--- config.mk ---
export PLATFORM = sky130hd
export DESIGN_NAME = stopwatch_ctrl_flat
export DESIGN_NICKNAME = d
export VERILOG_FILES = /design/src/rtl/stopwatch_ctrl_if.sv /design/src/rtl/stopwatch_ctrl.sv /design/src/flat_wrapper.sv
export SDC_FILE = /design/constraint.sdc
export NUM_CORES = 1
export LEC_CHECK = 0
export BUFFER_PORTS_ARGS = -buffer_cell sky130_fd_sc_hd__buf_2
export CAP_MARGIN = 20
export CELL_PAD_IN_SITES_DETAIL_PLACEMENT = 1
export CELL_PAD_IN_SITES_GLOBAL_PLACEMENT = 2
export CORE_ASPECT_RATIO = 1.4
export CORE_MARGIN = 8
export CORE_UTILIZATION = 25
export CTS_BUF_LIST = sky130_fd_sc_hd__clkbuf_8
export CTS_CLUSTER_SIZE = 12
export DETAILED_ROUTE_END_ITERATION = 7
export HOLD_SLACK_MARGIN = 0.06
export PLACE_DENSITY_LB_ADDON = 0.1
export SKIP_LAST_GASP = 1
export SLEW_MARGIN = 20
export SYNTH_ARGS = -nofsm -noshare
export SYNTH_HDL_FRONTEND = slang
export SYNTH_SLANG_ARGS = --single-unit
--- constraint.sdc ---
create_clock -name clk -period 3.7 [get_ports clk]
set_clock_uncertainty 0.05 [all_clocks]
set_input_delay 0.74 -clock clk [delete_from_list [all_inputs] [get_ports clk]]
set_output_delay 0.74 -clock clk [all_outputs]
set_load 0.005 [all_outputs]
--- src/rtl/stopwatch_ctrl_if.sv ---
// Stopwatch controller signal bundle.
// Buttons and counter-chain status in, counter-chain controls out.
interface stopwatch_ctrl_if;
    logic       btn_ss;
    logic       btn_lr;
    logic       cnt_full;
    logic       cnt_en;
    logic       cnt_clr;
    logic       lap_load;
    logic       disp_freeze;
    logic [1:0] state;

    modport master (
        output btn_ss,
        output btn_lr,
        output cnt_full,
        input  cnt_en,
        input  cnt_clr,
        input  lap_load,
        input  disp_freeze,
        input  state
    );

    modport slave (
        input  btn_ss,
        input  btn_lr,
        input  cnt_full,
        output cnt_en,
        output cnt_clr,
        output lap_load,
        output disp_freeze,
        output state
    );
endinterface

--- src/rtl/stopwatch_ctrl.sv ---
// Stopwatch control FSM: button sync/debounce, tick prescaler,
// run/pause/lap/clear sequencing for an external BCD counter chain.
module stopwatch_ctrl #(
    parameter int CLK_HZ  = 100000000,
    parameter int TICK_HZ = 10,
    parameter int DB_CYC  = 2000000
) (
    input  logic          clk,
    input  logic          rst_n,
    stopwatch_ctrl_if.slave sw
);

    localparam int DIV = CLK_HZ / TICK_HZ;
    localparam int PW  = (DIV > 2) ? $clog2(DIV) : 1;
    localparam int CW  = $clog2(DB_CYC + 1);
    localparam logic [PW-1:0] PMAX = PW'(DIV - 1);
    localparam logic [CW-1:0] DMAX = CW'(DB_CYC - 1);

    typedef enum logic [1:0] {
        IDLE  = 2'b00,
        RUN   = 2'b01,
        PAUSE = 2'b10,
        LAP   = 2'b11
    } st_t;

    logic [1:0]    rs;
    logic          rst_ok;
    logic [1:0]    raw;
    logic [1:0]    b_m;
    logic [1:0]    b_s;
    logic [1:0]    sv;
    logic [1:0]    acc;
    logic [1:0]    prev;
    logic [1:0]    arm;
    logic [CW-1:0] dbc [2];
    logic [1:0]    press;
    logic          ss_p;
    logic          lr_p;

    st_t           state_q;
    st_t           state_n;
    logic [PW-1:0] pre_q;
    logic [PW-1:0] pre_n;
    logic          clr_q;
    logic          clr_n;
    logic          load_q;
    logic          load_n;
    logic          frz_q;
    logic          frz_n;
    logic          running;
    logic          run_n;
    logic          tick;

    assign rst_ok = rs[1];
    assign raw    = {sw.btn_lr, sw.btn_ss};

    // Reset release synchronizer; assertion stays asynchronous.
    always_ff @(posedge clk or negedge rst_n) begin
        if (!rst_n) begin
            rs <= 2'b00;
        end else begin
            rs <= {rs[0], 1'b1};
        end
    end

    // Two-flop button synchronizers; sv marks when b_s holds real samples.
    always_ff @(posedge clk or negedge rst_n) begin
        if (!rst_n) begin
            b_m <= 2'b00;
            b_s <= 2'b00;
            sv  <= 2'b00;
        end else if (rst_ok) begin
            b_m <= raw;
            b_s <= b_m;
            sv  <= {sv[0], 1'b1};
        end
    end

    // Debounce, edge history and re-arm after a released level is seen.
    always_ff @(posedge clk or negedge rst_n) begin
        if (!rst_n) begin
            acc    <= 2'b00;
            prev   <= 2'b00;
            arm    <= 2'b00;
            dbc[0] <= '0;
            dbc[1] <= '0;
        end else if (rst_ok) begin
            for (int i = 0; i < 2; i++) begin
                if (b_s[i] != acc[i]) begin
                    if (dbc[i] == DMAX) begin
                        acc[i] <= b_s[i];
                        dbc[i] <= '0;
                    end else begin
                        dbc[i] <= dbc[i] + CW'(1);
                    end
                end else begin
                    dbc[i] <= '0;
                end
                if (sv[1] && !b_s[i]) begin
                    arm[i] <= 1'b1;
                end
                prev[i] <= acc[i];
            end
        end
    end

    assign press = acc & ~prev & arm;
    assign ss_p  = press[0];
    assign lr_p  = press[1];

    assign running   = (state_q == RUN) || (state_q == LAP);
    assign tick      = (pre_q == PMAX);
    assign sw.cnt_en = tick & running & ~sw.cnt_full;

    // Next state, one-shot strobes and prescaler next value.
    always_comb begin
        state_n = state_q;
        clr_n   = 1'b0;
        load_n  = 1'b0;
        if (running && tick && sw.cnt_full) begin
            state_n = PAUSE;
        end else if (ss_p) begin
            unique case (state_q)
                IDLE:    state_n = RUN;
                RUN:     state_n = PAUSE;
                LAP:     state_n = PAUSE;
                PAUSE:   state_n = RUN;
                default: state_n = IDLE;
            endcase
        end else if (lr_p) begin
            unique case (state_q)
                IDLE:    state_n = IDLE;
                RUN: begin
                    state_n = LAP;
                    load_n  = 1'b1;
                end
                LAP:     state_n = RUN;
                PAUSE: begin
                    state_n = IDLE;
                    clr_n   = 1'b1;
                end
                default: state_n = IDLE;
            endcase
        end
        run_n = (state_n == RUN) || (state_n == LAP);
        frz_n = (state_n == LAP);
        pre_n = '0;
        if (running && run_n) begin
            pre_n = tick ? '0 : pre_q + PW'(1);
        end
    end

    // State, prescaler and registered outputs.
    always_ff @(posedge clk or negedge rst_n) begin
        if (!rst_n) begin
            state_q <= IDLE;
            pre_q   <= '0;
            clr_q   <= 1'b0;
            load_q  <= 1'b0;
            frz_q   <= 1'b0;
        end else if (rst_ok) begin
            state_q <= state_n;
            pre_q   <= pre_n;
            clr_q   <= clr_n;
            load_q  <= load_n;
            frz_q   <= frz_n;
        end
    end

    assign sw.state       = state_q;
    assign sw.cnt_clr     = clr_q;
    assign sw.lap_load    = load_q;
    assign sw.disp_freeze = frz_q;

endmodule

--- src/flat_wrapper.sv ---
// flat-port wrapper written by rule: the top's interface ports become plain ports
module stopwatch_ctrl_flat 
#(
    parameter int CLK_HZ  = 100000000,
    parameter int TICK_HZ = 10,
    parameter int DB_CYC  = 2000000
)
  (clk, rst_n, sw_btn_ss, sw_btn_lr, sw_cnt_full, sw_cnt_en, sw_cnt_clr, sw_lap_load, sw_disp_freeze, sw_state);
  stopwatch_ctrl_if sw_i ();
  input  logic clk;
  input  logic rst_n;
  input wire logic [$bits(sw_i.btn_ss)-1:0] sw_btn_ss;
  input wire logic [$bits(sw_i.btn_lr)-1:0] sw_btn_lr;
  input wire logic [$bits(sw_i.cnt_full)-1:0] sw_cnt_full;
  output wire logic [$bits(sw_i.cnt_en)-1:0] sw_cnt_en;
  output wire logic [$bits(sw_i.cnt_clr)-1:0] sw_cnt_clr;
  output wire logic [$bits(sw_i.lap_load)-1:0] sw_lap_load;
  output wire logic [$bits(sw_i.disp_freeze)-1:0] sw_disp_freeze;
  output wire logic [$bits(sw_i.state)-1:0] sw_state;
  assign sw_i.btn_ss = sw_btn_ss;
  assign sw_i.btn_lr = sw_btn_lr;
  assign sw_i.cnt_full = sw_cnt_full;
  assign sw_cnt_en = sw_i.cnt_en;
  assign sw_cnt_clr = sw_i.cnt_clr;
  assign sw_lap_load = sw_i.lap_load;
  assign sw_disp_freeze = sw_i.disp_freeze;
  assign sw_state = sw_i.state;
  stopwatch_ctrl #(.CLK_HZ(CLK_HZ), .TICK_HZ(TICK_HZ), .DB_CYC(DB_CYC)) u_core (.clk(clk), .rst_n(rst_n), .sw(sw_i));
endmodule
==> results of run 1 <==
-- worst max-delay path, cell delays in order, from the launching register on --
cell	delay (ns)
dfrtp_1	0.41
ha_1	0.22
and3_1	0.23
nand4_1	0.22
nor3_4	0.22
and3b_1	0.23
buf_2	0.14
-- layer usage --
metal / GRT usage [%] / vias to the layer above / wire [um]
met5: 0 / - / 0
met4: 5.25 / 0 / 236
met3: 1.52 / 12 / 172
met2: 22.6 / 19 / 7100
met1: 13.9 / 1884 / 5500
li1: - / 1720 / -
-- flip-flops by register name, summed over array words and instances (netlist names) --
signal,flops
u_core.dbc,42
u_core.pre_q,24
u_core.acc,2
u_core.arm,2
u_core.b_m,2
u_core.b_s,2
u_core.prev,2
u_core.rs,2
u_core.sv,2
u_core.sw.state,2
u_core.sw.cnt_clr,1
u_core.sw.disp_freeze,1
u_core.sw.lap_load,1
-- stage by stage --
step	instance area, sq um	power [mW]	instances	setup slack [ns]
2_1_floorplan	4550	1.13	462	1.26
3_3_place_gp	4870	1.21	701	0.985
3_5_place_dp	4870	1.22	701	0.923
4_1_cts	5110	2.03	717	0.706
5_1_grt	5110	2.09	717	0.672
6_report	5110	1.98	717	0.870
-- final cells by class --
type                       instances  area [sq um]  share of cell area [%]
clock inverter                     5          81.3                    1.59
inverter                          15          56.3                    1.10
sequential                        85          2130                    41.7
multi-input combinational        344          2280                    44.7
clock buffer                      11           151                    2.96
tap                              240           300                    5.88
timing repair buffer              17           105                    2.06
-- path summary, 6_finish.rpt --
path / to / from / cells past startpoint / slack, ns
max in group asynchronous: u_core.pre_q[13]$_DFFE_PN0P_ / rst_n / 2 / 2.52
setup reg to reg: u_core.dbc[18]$_DFFE_PN0P_ / u_core.dbc[8]$_DFFE_PN0P_ / 6 / 0.99
setup / recovery: sw_cnt_en / u_core.pre_q[0]$_DFFE_PN0P_ / 6 / 0.87
min in group clk: u_core.rs[1]$_DFF_PN0_ / u_core.rs[0]$_DFF_PN0_ / 0 / 0.33
hold reg to reg: u_core.rs[1]$_DFF_PN0_ / u_core.rs[0]$_DFF_PN0_ / 0 / 0.33
hold / removal: u_core.dbc[19]$_DFFE_PN0P_ / rst_n / 1 / 0.26
-- cell families after synthesis --
| logic type | synth area share [%] |
|---|---|
| AOI/OAI and AO/OA | 14.8 |
| buffers and inverters | 3.08 |
| and+or+nand+nor | 26.2 |
| other | 0.0824 |
| xor gates and xnor gates | 5.20 |
| adders and majority gates | 0.825 |
| DFF | 46.7 |
| muxes | 3.11 |
-- power by group through the flow --
stage | Clock [mW] | Sequential [mW] | Combinational (mW)
global route | 0.866 | 1.02 | 0.202
finish | 0.794 | 1.01 | 0.178
global placement | 0 | 1.03 | 0.181
detailed placement | 0 | 1.03 | 0.185
CTS | 0.828 | 1.01 | 0.185
floorplan | 0 | 1.02 | 0.119
-- placed cells by master, fill, tap and decap left out, types with 4 or more instances in the layout --
master / count
a21oi_1: 10
buf_2: 9
inv_1: 16
xnor2_1: 20
nor4_1: 10
nor3b_1: 8
a31oi_1: 4
o31ai_1: 9
dfrtp_1: 84
o2bb2ai_1: 6
xor2_1: 7
nand2b_1: 5
o21ai_0: 13
nor3_1: 19
nor2_1: 41
buf_4: 8
and2_1: 8
mux2i_1: 4
and4_1: 5
nand4_1: 18
nand3_1: 20
o21ai_1: 4
nor4b_1: 4
nor2b_1: 6
o311ai_0: 8
mux2_2: 9
nand2_1: 30
nand3b_1: 4
and3_1: 11
clkbuf_8: 11
o21a_1: 8
a22o_1: 11
==> results.json, run 1 <==
{
  "gr-total-overflow": 0,
  "synthTopCellsByArea": "dfrtp_1 47%, xnor2_1 3.8%, nor2_1 3.4%",
  "cts_root_buf": "clkbuf_8",
  "synth_edf_count": 0,
  "num_antenna_cells": 0,
  "antenna_found_initial": 0,
  "yosysTopAreaCell": "dfrtp_1",
  "crit_path_start_kind": "flop",
  "grt_pass1_wl_mm": 21.9,
  "area_growth_pct": 12.2,
  "power_density_mw_per_mm2": 388,
  "cts.clk_slew.worst_paths_ns": 0.10,
  "synthesis.area_sq_mm": 0.00455,
  "power_frac_seq_pct": 51.0,
  "synth_seq_cells": 85,
  "fmax_mhz": 353,
  "netlist.area_leader.share_pct": 46.7,
  "numCtsBuffers": 9,
  "yosys-top-cells-count": "85 x dfrtp_1, 41 x nor2_1, 30 x nand2_1",
  "grt_usage_pct": 12.4,
  "gp_congestion": 0.685,
  "hp-class": "input pin to async pin",
  "syn_nets": 470,
  "critPathKind": "flop to primary output",
  "rows": 58,
  "fin_crit_sh_pct": 76.5,
  "cts_hold_buffers": 0,
  "relSlewSlack_pct": 37.1,
  "clockBufferDepth": 2,
  "period_needed_ns": 2.83,
  "yosysMostFrequentCell": "dfrtp_1",
  "cts_tree": "yes",
  "avgSynthCellArea_sq_um": 9.85,
  "cts_sinks": 85,
  "tightestPinTransition_ns": 0.936,
  "combPwrFrac_pct": 9.0,
  "hold_viol_final": 0,
  "path_max_fanout": 4,
  "grt_pass1_vias": 3950,
  "p_sw_uw": 533,
  "power_leakage_nw": 2.03,
  "ctsHtreeMaxLevel": 3,
  "tns_ns": 0,
  "route.detailed.drc": 0,
  "p_int_mw": 1.45,
  "ys_types": 63,
  "wl_per_cell_um": 18.1,
  "synth_cells": 462,
  "yosys_warnings": 0,
  "grt_max_degree": 36,
  "drt.antenna.violating_nets": 0,
  "pin_count": 11,
  "drt-initial-drc-count": 114,
  "die_x_um": 130,
  "max_cap_violations": 0,
  "maxSlewViolCount": 0,
  "hold_ws_ns": 0.263,
  "utilization_pct": 28.5,
  "end_kind": "primary output",
  "synth-async-reset-ratio_pct": 100,
  "clkLatencyLatePin_ns": 0.37,
  "routed_wl_mm": 13.0,
  "coreArea_sq_mm": 0.0179,
  "dpl.hpwl_mm": 9.20,
  "irDropWorstVdd_mv": 0.169,
  "p_sw_share_pct": 26.9,
  "via_per_inst": 5.07,
  "arrival_ns": 2.04,
  "numPortBuffers": 10,
  "start_util_pct": 25.4,
  "cts_setup_buffers": 0,
  "num_vias": 3635,
  "dominantRegCellSynth": "dfrtp_1",
  "clock_power_share_pct": 40.0,
  "nNetsFinal": 480,
  "drive_gt1_share_pct": 11.3,
  "cts_resized": 0,
  "required_ns": 2.91,
  "status": "finished clean",
  "dieArea_sq_mm": 0.0228,
  "finalSetupViolCount": 0,
  "fp.dieH_um": 176,
  "rsz0062_at_grt": "false",
  "dr.pass1.iters": 4,
  "seq_area_frac_synth_pct": 46.7,
  "fill_cells": 2100
}
Power figures use the tool's default switching activity.
==> inputs of run 2 (changes only) <==
==> constraint.sdc (replaced) <==
create_clock -name clk -period 2.4 [get_ports clk]
set_clock_uncertainty 0.05 [all_clocks]
set_input_delay 0.48 -clock clk [delete_from_list [all_inputs] [get_ports clk]]
set_output_delay 0.48 -clock clk [all_outputs]
set_load 0.005 [all_outputs]
==> run 2 against run 1 <==
- the flow now finishes with violations (negative setup slack)
- sequential power rose by 54%
- utilization rose by 0.79 points
- clock power rose by 17%
- critical path type unchanged
- hold slack improved by 0.017 ns
- die area did not move
==> results.json, run 2 (synthesis results as in run 1) <==
{
  "required_ns": 1.87,
  "drt-initial-drc-count": 140,
  "drive_gt1_share_pct": 16.2,
  "tns_ns": -0.0105,
  "r2r_start": "u_core.pre_q[1]$_DFFE_PN0P_",
  "utilization_pct": 29.3,
  "tightestPinTransition_ns": 0.788,
  "antenna_found_initial": 0,
  "numCtsBuffers": 9,
  "via_per_inst": 5.10,
  "relSlewSlack_pct": 47.3,
  "num_vias": 3773,
  "irDropWorstVdd_mv": 0.228,
  "route.detailed.drc": 0,
  "gr-total-overflow": 0,
  "fmax_mhz": 415,
  "mostFrequentLayoutCells": "82 x dfrtp_1, 41 x nor2_1, 30 x nand2_1, 29 x buf_4",
  "routed_wl_mm": 13.3,
  "path_max_fanout": 2,
  "grt_pass1_vias": 4141,
  "grt_max_degree": 40,
  "finalNonFillerCells": 740,
  "drt.antenna.violating_nets": 0,
  "violations": "negative setup slack",
  "power_leakage_nw": 2.12,
  "reg2reg_to": "u_core.pre_q[10]$_DFFE_PN0P_",
  "grt_usage_pct": 12.5,
  "cts_root_buf": "clkbuf_8",
  "min_to": "u_core.b_m[1]$_DFFE_PN0P_",
  "rsz0062_at_grt": "true",
  "max_cap_violations": 0,
  "fin_crit_sh_pct": 100,
  "crit_path_start_kind": "flop",
  "hold_viol_final": 0,
  "grt_pass1_wl_mm": 22.0,
  "period_needed_ns": 2.41,
  "finalWorstSetupSlack_ns": -0.0105,
  "top_register": "u_core.dbc",
  "cts_tree": "yes",
  "ctsHtreeMaxLevel": 3,
  "pre_cts_ws_ns": 0.0354,
  "gp_congestion": 0.750,
  "fp.dieH_um": 176,
  "largest_reg_flops": 42,
  "power_density_mw_per_mm2": 534,
  "clkLatencyLatePin_ns": 0.38,
  "num_antenna_cells": 0,
  "dpl.hpwl_mm": 9.18,
  "cts.clk_slew.worst_paths_ns": 0.09,
  "reg2reg_depth": 8,
  "top_regs": "u_core.dbc (42), u_core.pre_q (24)",
  "numPortBuffers": 10,
  "dp_cells": 713,
  "end_kind": "primary output",
  "final_common_cell": "dfrtp_1",
  "coreArea_sq_mm": 0.0179,
  "wl_per_cell_um": 17.9,
  "worstHoldStart": "sw_btn_lr",
  "arrival_ns": 1.88,
  "hp-class": "input pin to flop",
  "r2r_setup_slack_ns": 0.12,
  "rows": 58,
  "cts_sinks": 85,
  "area_growth_pct": 15.3,
  "critPathKind": "flop to primary output",
  "pin_count": 11,
  "maxSlewViolCount": 0,
  "start_util_pct": 25.4,
  "die_x_um": 130,
  "hold_ws_ns": 0.280,
  "whs_path_depth": 2,
  "dr.pass1.iters": 4,
  "status": "finished, violations left",
  "fill_cells": 2071,
  "finalSetupViolCount": 1,
  "dieArea_sq_mm": 0.0228,
  "clockBufferDepth": 2,
  "nNetsFinal": 503
}
==> run 2: cell count changes in the layout (fill, tap and decap cells not counted), moves of 2 or more <==
cell	previous run	this run
nor4b_2	0	2
clkinv_2	0	2
nor4b_1	4	2
buf_4	8	29
inv_6	2	0
dfrtp_2	1	3
clkbuf_8	11	9
dfrtp_1	84	82
bufinv_16	2	0
inv_1	16	18
==> run 2: what timing repair did <==
| action | CTS | global route |
|---|---|---|
| gates resized for setup | 2 | 5 |
| buffers inserted | 6 | 4 |
| hold buffers | 1 | 0 |
| hold endpoints to repair | 36 | 0 |
| pin swaps | 3 | 5 |
| endpoints found under the setup margin | 1 | 18 |
==> run 2: area by class of cell <==
type | count | area [sq um] | area share [%]
multi-input combinational | 344 | 2310 | 44.0
inverter | 15 | 56.3 | 1.07
sequential | 85 | 2130 | 40.6
clock buffer | 9 | 124 | 2.36
timing repair buffer | 40 | 293 | 5.58
tap | 240 | 300 | 5.72
clock inverter | 7 | 37.5 | 0.715
==> run 2: worst max-delay path by stage <==
stage | start | endpoint
floorplan | u_core.pre_q[0]$_DFFE_PN0P_ | sw_cnt_en
global placement | u_core.pre_q[0]$_DFFE_PN0P_ | sw_cnt_en
detailed placement | u_core.pre_q[0]$_DFFE_PN0P_ | sw_cnt_en
CTS | u_core.pre_q[1]$_DFFE_PN0P_ | sw_cnt_en
global route | u_core.pre_q[1]$_DFFE_PN0P_ | sw_cnt_en
finish | u_core.pre_q[1]$_DFFE_PN0P_ | sw_cnt_en
==> run 2: stage by stage <==
stage | area [sq um] | total power, mW
floorplan | 4550 | 1.75
global placement | 4980 | 1.87
detailed placement | 4980 | 1.88
CTS | 5200 | 2.85
global route | 5250 | 2.95
finish | 5250 | 2.80
==> run 2: power by group <==
part / switching [mW] / internal (mW)
Sequential: 0.0692 / 1.49
Combinational: 0.187 / 0.130
Clock: 0.564 / 0.364
==> run 2: metal layers <==
| metal | part of all wire (%) | vias up | wire (um) | GRT usage [%] |
|---|---|---|---|---|
| met5 | 0 | - | 0 | 0 |
| met4 | 2.5 | 0 | 333 | 6.36 |
| met3 | 1.6 | 14 | 213 | 1.64 |
| met2 | 54 | 24 | 7110 | 22.3 |
| met1 | 42 | 1967 | 5610 | 14.0 |
| li1 | - | 1768 | - | - |
==> run 2: worst max-delay path: stages (launching register included) <==
cell and delay (ns):
dfrtp_1 0.37, ha_2 0.19, and3_4 0.18, nand4_1 0.18
nor3_4 0.29, and3b_1 0.21, buf_2 0.11
